[src/rtl/scan_pkg.sv]
// Shared definitions for the scan chain controller: FSM encodings, default MISR
// feedback taps and the flattened scan-flop vector width.
package scan_pkg;

    localparam logic [2:0] ST_IDLE    = 3'd0;
    localparam logic [2:0] ST_SHIFT   = 3'd1;
    localparam logic [2:0] ST_CAPTURE = 3'd2;
    localparam logic [2:0] ST_UNLOAD  = 3'd3;
    localparam logic [2:0] ST_DONE    = 3'd4;

    localparam logic [15:0] DEFAULT_MISR_POLY = 16'h1021;

    function automatic int flat_width(input int num_chains, input int chain_len);
        return num_chains * chain_len;
    endfunction

endpackage

[src/rtl/scan_chain_scan_chain.sv]
// One mux-D scan chain: each flop either holds, shifts toward the SO end,
// or captures the functional next-state from the core.
module scan_chain #(
    parameter int CHAIN_LEN = 3
) (
    input  logic                 ck,
    input  logic                 rst,
    input  logic                 hold,
    input  logic                 se,
    input  logic [CHAIN_LEN-1:0] d,
    input  logic                 si,
    output logic [CHAIN_LEN-1:0] q,
    output logic                 so
);

    logic [CHAIN_LEN-1:0] q_q;
    logic [CHAIN_LEN-1:0] q_d;

    always_comb begin
        q_d = q_q;
        if (hold) begin
            q_d = q_q;
        end else if (se) begin
            q_d = {q_q[CHAIN_LEN-2:0], si};
        end else begin
            q_d = d;
        end
    end

    always_ff @(posedge ck) begin
        if (rst) begin
            q_q <= '0;
        end else begin
            q_q <= q_d;
        end
    end

    assign q  = q_q;
    assign so = q_q[CHAIN_LEN-1];

endmodule

[src/rtl/scan_chain_ctrl.sv]
// Parallel mux-D scan chains with an autonomous load/capture/unload sequencer
// and a MISR that compacts every scan-out stream into one signature.
module scan_chain_ctrl
    import scan_pkg::*;
#(
    parameter int                NUM_CHAINS = 2,
    parameter int                CHAIN_LEN  = 3,
    parameter int                PAT_W      = 8,
    parameter int                MISR_W     = 16,
    parameter logic [MISR_W-1:0] MISR_POLY  = MISR_W'(DEFAULT_MISR_POLY)
) (
    input  logic                                         CK,
    input  logic                                         RST,
    input  logic [flat_width(NUM_CHAINS, CHAIN_LEN)-1:0] D,
    output logic [flat_width(NUM_CHAINS, CHAIN_LEN)-1:0] Q,
    input  logic [NUM_CHAINS-1:0]                        SI,
    output logic [NUM_CHAINS-1:0]                        SO,
    input  logic                                         SE,
    input  logic                                         HOLD,
    input  logic [PAT_W-1:0]                             num_patterns,
    input  logic                                         auto_start,
    output logic                                         busy,
    output logic                                         done,
    output logic [PAT_W-1:0]                             pat_count,
    output logic [MISR_W-1:0]                            misr_sig
);

    localparam int CNT_W = (CHAIN_LEN > 2) ? $clog2(CHAIN_LEN) : 1;
    localparam logic [CNT_W-1:0] CNT_LAST = CNT_W'(CHAIN_LEN - 1);

    logic [2:0]        state_q, state_d;
    logic [CNT_W-1:0]  shift_cnt_q, shift_cnt_d;
    logic [PAT_W-1:0]  pat_count_q, pat_count_d;
    logic [MISR_W-1:0] misr_q, misr_d;
    logic              unload_valid_q, unload_valid_d;
    logic              se_eff;
    logic [MISR_W-1:0] misr_next;

    for (genvar c = 0; c < NUM_CHAINS; c++) begin : g_chain
        scan_chain #(
            .CHAIN_LEN(CHAIN_LEN)
        ) u_chain (
            .ck  (CK),
            .rst (RST),
            .hold(HOLD),
            .se  (se_eff),
            .d   (D[c*CHAIN_LEN +: CHAIN_LEN]),
            .si  (SI[c]),
            .q   (Q[c*CHAIN_LEN +: CHAIN_LEN]),
            .so  (SO[c])
        );
    end

    // SO is taken before this edge's shift, so the MISR sees the bit leaving the chain.
    assign misr_next = {misr_q[MISR_W-2:0], 1'b0}
                     ^ (misr_q[MISR_W-1] ? MISR_POLY : '0)
                     ^ MISR_W'(SO);

    always_comb begin
        state_d        = state_q;
        shift_cnt_d    = shift_cnt_q;
        pat_count_d    = pat_count_q;
        misr_d         = misr_q;
        unload_valid_d = unload_valid_q;
        se_eff         = SE;

        case (state_q)
            ST_IDLE: begin
                se_eff = SE;
                if (auto_start && (num_patterns != '0)) begin
                    state_d        = ST_SHIFT;
                    shift_cnt_d    = '0;
                    pat_count_d    = '0;
                    misr_d         = '0;
                    unload_valid_d = 1'b0;
                end
            end
            ST_SHIFT: begin
                se_eff = 1'b1;
                if (shift_cnt_q == CNT_LAST) begin
                    state_d     = ST_CAPTURE;
                    shift_cnt_d = '0;
                end else begin
                    shift_cnt_d = shift_cnt_q + 1'b1;
                end
            end
            ST_CAPTURE: begin
                se_eff         = 1'b0;
                pat_count_d    = pat_count_q + 1'b1;
                unload_valid_d = 1'b1;
                state_d        = (pat_count_d == num_patterns) ? ST_UNLOAD : ST_SHIFT;
            end
            ST_UNLOAD: begin
                se_eff = 1'b1;
                if (shift_cnt_q == CNT_LAST) begin
                    state_d     = ST_DONE;
                    shift_cnt_d = '0;
                end else begin
                    shift_cnt_d = shift_cnt_q + 1'b1;
                end
            end
            ST_DONE: begin
                se_eff  = SE;
                state_d = ST_IDLE;
            end
            default: begin
                state_d = ST_IDLE;
            end
        endcase

        if (((state_q == ST_SHIFT) || (state_q == ST_UNLOAD)) && unload_valid_q) begin
            misr_d = misr_next;
        end

        // HOLD freezes the sequencer along with the chains.
        if (HOLD) begin
            state_d        = state_q;
            shift_cnt_d    = shift_cnt_q;
            pat_count_d    = pat_count_q;
            misr_d         = misr_q;
            unload_valid_d = unload_valid_q;
        end
    end

    always_ff @(posedge CK) begin
        if (RST) begin
            state_q        <= ST_IDLE;
            shift_cnt_q    <= '0;
            pat_count_q    <= '0;
            misr_q         <= '0;
            unload_valid_q <= 1'b0;
        end else begin
            state_q        <= state_d;
            shift_cnt_q    <= shift_cnt_d;
            pat_count_q    <= pat_count_d;
            misr_q         <= misr_d;
            unload_valid_q <= unload_valid_d;
        end
    end

    assign busy      = (state_q == ST_SHIFT) || (state_q == ST_CAPTURE) || (state_q == ST_UNLOAD);
    assign done      = (state_q == ST_DONE);
    assign pat_count = pat_count_q;
    assign misr_sig  = misr_q;

endmodule

[config.mk]
export PLATFORM = sky130hd
export DESIGN_NAME = scan_chain_ctrl
export DESIGN_NICKNAME = d
export VERILOG_FILES = /design/src/rtl/scan_pkg.sv /design/src/rtl/scan_chain_scan_chain.sv /design/src/rtl/scan_chain_ctrl.sv
export SDC_FILE = /design/constraint.sdc
export NUM_CORES = 1
export LEC_CHECK = 0
export ABC_AREA = 1
export CAP_MARGIN = 0
export CELL_PAD_IN_SITES_DETAIL_PLACEMENT = 1
export CELL_PAD_IN_SITES_GLOBAL_PLACEMENT = 1
export CORE_ASPECT_RATIO = 2
export CORE_MARGIN = 1.5
export CORE_UTILIZATION = 35
export CTS_CLUSTER_DIAMETER = 150
export CTS_CLUSTER_SIZE = 12
export DETAILED_ROUTE_END_ITERATION = 16
export PLACE_DENSITY_LB_ADDON = 0.1
export SLEW_MARGIN = 20
export SYNTH_ARGS = -nofsm -noshare
export SYNTH_HDL_FRONTEND = slang
export SYNTH_SLANG_ARGS = --single-unit
[constraint.sdc]
create_clock -name CK -period 4.09 [get_ports CK]
set_input_delay 1.0225 -clock CK [delete_from_list [all_inputs] [get_ports CK]]
set_output_delay 1.0225 -clock CK [all_outputs]
set_load 0.005 [all_outputs]
; After elaboration in Yosys (flattened, before gate mapping)
; Cells that the tools add are included.
[op_classes]
eq_ne = 9
multipliers = 0
div_mod_pow = 0
add_sub_neg = 2
n_shift = 0
n_reduce_logical = 16
magnitude_cmp = 0
n_bitwise = 3
n_mux = 19
[ops]
columns = cell, count
row1 = two-way mux 16 bit, 3
row2 = case mux 8 bit (2 select lines), 1
row3 = bitwise XOR 16 x 13 -> 16 bit, 1
row4 = bitwise XOR 16 x 2 -> 16 bit, 1
row5 = two-way mux 3 bit, 5
row6 = two-way mux 13 bit, 1
row7 = case mux 3 bit (4 select lines), 1
row8 = AND reduction 3 bit, 3
row9 = adder 8 x 1 -> 8 bit (second input constant), 1
row10 = == test 8 bit, 1
row11 = two-way mux 8 bit, 1
row12 = nonzero test 2 bit, 4
row13 = nonzero test 8 bit, 1
row14 = == test 3 x 2 -> 1 bit (second input constant), 2
row15 = two-way mux 2 bit, 3
row16 = inequality test 2 bit (second input constant), 3
row17 = case mux 1 bit (2 select lines), 2
row18 = case mux 2 bit (2 select lines), 1
row19 = AND reduction 4 bit, 1
row20 = == test 3 x 1 -> 1 bit (second input constant), 1
row21 = == test 3 bit (second input constant), 1
row22 = logical NOT 3 bit, 1
row23 = logical OR 1 bit, 3
row24 = adder 2 x 1 -> 2 bit (second input constant), 1
row25 = other kinds (5), 6
[word_totals]
n_memories = 0
rom_bits = 0
reg_bits = 36
inputBits = 21
ram_bits = 0
latch_bits = 0

; Longest topological paths before layout
[depth]
depth_word = 5
mapped_depth = 13

; Modules after synthesis
; From an unflattened synthesis, not the netlist that was laid out.
[hier_totals]
hier_cells = 292
hier_area_um2 = 1925.6
[by_module_without_submodules]
columns = module, area_each_um2, cells_per_inst, n_inst, seq_area_each_um2
row1 = scan_chain_ctrl, 1610.3, 238, 1, 600.6
row2 = scan_chain, 157.7, 27, 2, 60.1

; Worst setup path before layout
; OpenSTA, ideal clock, no wires.
[synth_timing]
kind = input-to-reg
start = input num_patterns[0]
end = register pat_count_q[2] (netlist: pat_count[2])
path_buffers = 0
setup_slack_ps = 2123
setup_ps = 134
stages = 10
required_time_ps = 3956
arrival_ps = 1833
cell_sequence = nor2_1 > nand3_1 > o21ai_0 > nand2_1 > nand2_1 > inv_2 > nand2_1 > inv_2 > nand3_1 > a21oi_1
[synth_via]
elab_chain_len = 4
[synth_rtl]
columns = item, line
row1 = from (decl), scan_chain_ctrl.sv:20  ; input logic [PAT_W-1:0] num_patterns,
row2 = nonzero test 8 bit, scan_chain_ctrl.sv:70  ; if (auto_start && (num_patterns != '0)) begin
row3 = logical AND 1 bit, scan_chain_ctrl.sv:70
row4 = inequality test 2 bit (no source line), n/a
row5 = AND reduction 3 bit (no source line), n/a
row6 = to (signal assigned), scan_chain_ctrl.sv:135  ; pat_count_q <= pat_count_d;
row7 = to (decl), scan_chain_ctrl.sv:33  ; logic [PAT_W-1:0] pat_count_q, pat_count_d;
; No other way between the ends.
; A chain may end at the register's enable or synchronous reset.

; Worst setup path after layout
[layout_timing]
start = input HOLD
end = register misr_q[0] (netlist: misr_sig[0])
[layout_via]
elab_chain_len = 2
[layout_rtl]
columns = item, line
row1 = from (decl), scan_chain_ctrl.sv:19  ; input logic HOLD,
row2 = inverter 1 bit (no source line), n/a
row3 = AND reduction 3 bit (no source line), n/a
row4 = to (signal assigned), scan_chain_ctrl.sv:136  ; misr_q <= misr_d;
row5 = to (decl), scan_chain_ctrl.sv:34  ; logic [MISR_W-1:0] misr_q, misr_d;
; No other way between the ends.

==> results.yml <==
status:
  status: "completed"
placement:
  placed_cells: 389
  place_ws_ns: 1.17
  dp_hpwl_mm: 4.20
  portBuffers: 54
  gp_congestion: 0.907
sta:
  hold_violations: 0
  setup_viol: 0
  rsz0062_at_grt: "no"
  worst_slew_pin_slew_ns: 0.971
  min_period_ns: 2.54
  drv_slew: 0
  max_slew_margin_pct: 35.1
  fmaxAchievable_ghz: 0.393
  setup_ws_ns: 1.55
  finalClockSkew_ns: 0.0101
  setup_tns_ns: 0
  min_period_over_period_pct: 62.2
global_route:
  busiest_layer: "met2"
  grtUsageMet2_pct: 38.2
  grt_antenna_before_repair: 0
  overflow: 0
  grt.total_usage_pct: 20.2
  grt_start_max_net_pins: 25
  gr-usage-met3_pct: 3.76
  grt_pass1_vias: 2023
  met1_usage_pct: 19.9
  grt_pass1_wl_mm: 8.77
cts:
  worst_skew_pair.late_latency_ns: 0.29
  post-cts-setup-buffers: 0
  numCtsBuffers: 5
  worst_setup_hold_path_clk_slew_ns: 0.08
  cts_tree: "yes"
  ctsHoldBuffers: 0
  cts-root-buf: "clkbuf_8"
  clock_path_buffers: 2
  ctsResizeCount: 0
  cts.sinks: 36
  h-tree-depth: 2
critical_path:
  critPathRequiredTime_ns: 4.29
  start_kind: "primary input"
  crit_end: "misr_sig[0]"
  crit_family: "buffers and inverters"
  crit_path_top_delay_cell: "clkdlybuf4s50_1"
  worstSetupEndpointType: "flop"
  cpMostUsedCell: "inv_1"
  path_buf_inv: 3
  crit_chain: "clkdlybuf4s50_1 -> inv_1 -> nand3_1 -> o21ai_1 -> inv_1 -> nand2_1 -> a21oi_1"
  cp.arrival_ns: 2.75
  rrSetupSlack_ns: 2.31
  critPathMaxStageDelay_ns: 0.68
  r2r-start: "pat_count[0]"
  critPathKind: "in -> reg"
  cp_max_fo: 16
  reg2reg_depth: 11
  crit_start: "HOLD"
  r2r_end: "state_q[1]"
  cp.depth: 7
power_and_ir_drop:
  power.leakage_nw: 1.03
  vdd_drop_max_mv: 0.199
  p_total_mw: 0.723
  power.density_nw_per_um2: 285
cells_and_area:
  final_core_util_pct: 48.9
  layout-drive-gt1-share_pct: 7.96
  diodes: 0
  syn2layout_area_growth_pct: 33.8
  fin_nets: 360
  final_cells: 397
  fillers: 693
logic_synthesis:
  syn_nets: 309
  netlist_area_um2: 1890
  synth-seq-cells: 36
  postSynthCellCount: 287
  synth_flop_cell: "dfxtp_1"
  yosysSeqAreaShare_pct: 38.1
  synth_edf_count: 0
  avgSynthCellArea_um2: 6.60
  ys_types: 23
  ys_async_sr_fraction_pct: 0
  ys_warn_count: 0
routing:
  num_vias: 2033
  wl_per_cell_um: 13.6
  drc: 0
  wirelength_mm: 5.41
  ant_nets: 0
  dr.pass1.iters: 4
  viasPerCell: 5.12
  drt_iter0_markers: 24
die:
  initial_core_util_pct: 36.5
  pin_count: 55
  die_y_um: 107
  coreArea_um2: 5180
  rows: 37
  fp.dieArea_um2: 5890
  die_x_um: 55.0
run:
  cap_violations: 0
worst_hold_path:
  min_path_type: "reg -> reg"
==> routing by layer <==
metal | up-vias | wire, µm
li1 | 1008 | -
met1 | 972 | 2060
met2 | 45 | 3060
met3 | 8 | 191
met4 | 0 | 97
met5 | - | 0
==> Yosys cell counts, types with 4 or more instances <==
master / n / area share [%]
xor2_1: 4 / 1.9
nor2_1: 17 / 3.4
nand3_1: 23 / 6.1
dfxtp_1: 36 / 38
o21ai_0: 13 / 3.4
inv_2: 5 / 0.99
nand2_1: 91 / 18
inv_1: 33 / 6.5
buf_4: 5 / 2.0
a21oi_1: 33 / 8.7
clkbuf_1: 5 / 0.99
==> where the power goes <==
group	total (mW)	switching, mW	internal [mW]
Clock	0.254	0.136	0.119
Combinational	0.104	0.0544	0.0495
Sequential	0.365	0.00673	0.358
Total	0.723	0.197	0.527
==> per-stage QoR <==
stage / hold slack, ns / cell area, µm²
3_5_place_dp: 0.456 / 2450
5_1_grt: 0.495 / 2530
6_report: 0.462 / 2530
3_3_place_gp: 0.457 / 2450
4_1_cts: 0.467 / 2530
2_1_floorplan: 0.441 / 1890
==> cell type report <==
cell class / count / area (µm²) / share of cell area (%)
repair buffers: 55 / 548 / 21.6
clock inverters: 3 / 18.8 / 0.741
flip-flops and latches: 36 / 721 / 28.4
well taps: 58 / 72.6 / 2.86
multi-input cells: 202 / 962 / 38.0
inverters: 38 / 143 / 5.63
clock buffers: 5 / 68.8 / 2.72
==> cells in the final DEF, fill, tap and decap left out, types with 4 or more instances in the layout <==
master	synthesis	final
a21oi_1	33	33
clkbuf_8	0	5
clkdlybuf4s50_1	0	54
dfxtp_1	36	36
inv_1	33	33
inv_2	5	5
nand2_1	91	91
nand3_1	23	23
nor2_1	17	17
o21ai_0	13	13
xor2_1	4	4
==> flip-flops by register name, indices dropped and copies added (netlist names) <==
signal             cells
g_chain.u_chain.q      6
misr_sig              16
pat_count              8
shift_cnt_q            2
state_q                3
unload_valid_q         1
==> cell families (layout without fill, tap and decap cells) <==
family,count (synthesis),after routing,synth area share (%)
AOI/OAI and AO/OA,51,51,14.5
adders and majority gates,1,1,0.661
xor gates and xnor gates,5,5,2.31
buffers and inverters,49,101,11.1
DFF,36,36,38.1
muxes,2,2,1.19
and+or+nand+nor,143,143,32.2
==> how the worst min path moves through the flow <==
stage	startpoint	end	slack [ns]	depth (start not counted)
2_1_floorplan	unload_valid_q	unload_valid_q	0.44	2
3_3_place_gp	unload_valid_q	unload_valid_q	0.46	2
3_5_place_dp	unload_valid_q	unload_valid_q	0.46	2
4_1_cts	unload_valid_q	unload_valid_q	0.47	2
5_1_grt	unload_valid_q	unload_valid_q	0.50	2
6_report	unload_valid_q	unload_valid_q	0.46	2
==> worst register-to-register path, stage by stage (launching register included) <==
cell and delay [ns]:
dfxtp_1 0.45, ha_1 0.24, nand2_1 0.13, nor2_2 0.15, nand2_1 0.09, nand3_1 0.09, nand3_1 0.08, nor2_1 0.10
nand3_1 0.13, nand2_1 0.09, nand2_1 0.06, a21oi_2 0.10
Note: power is estimated with default switching activity, not from simulation.
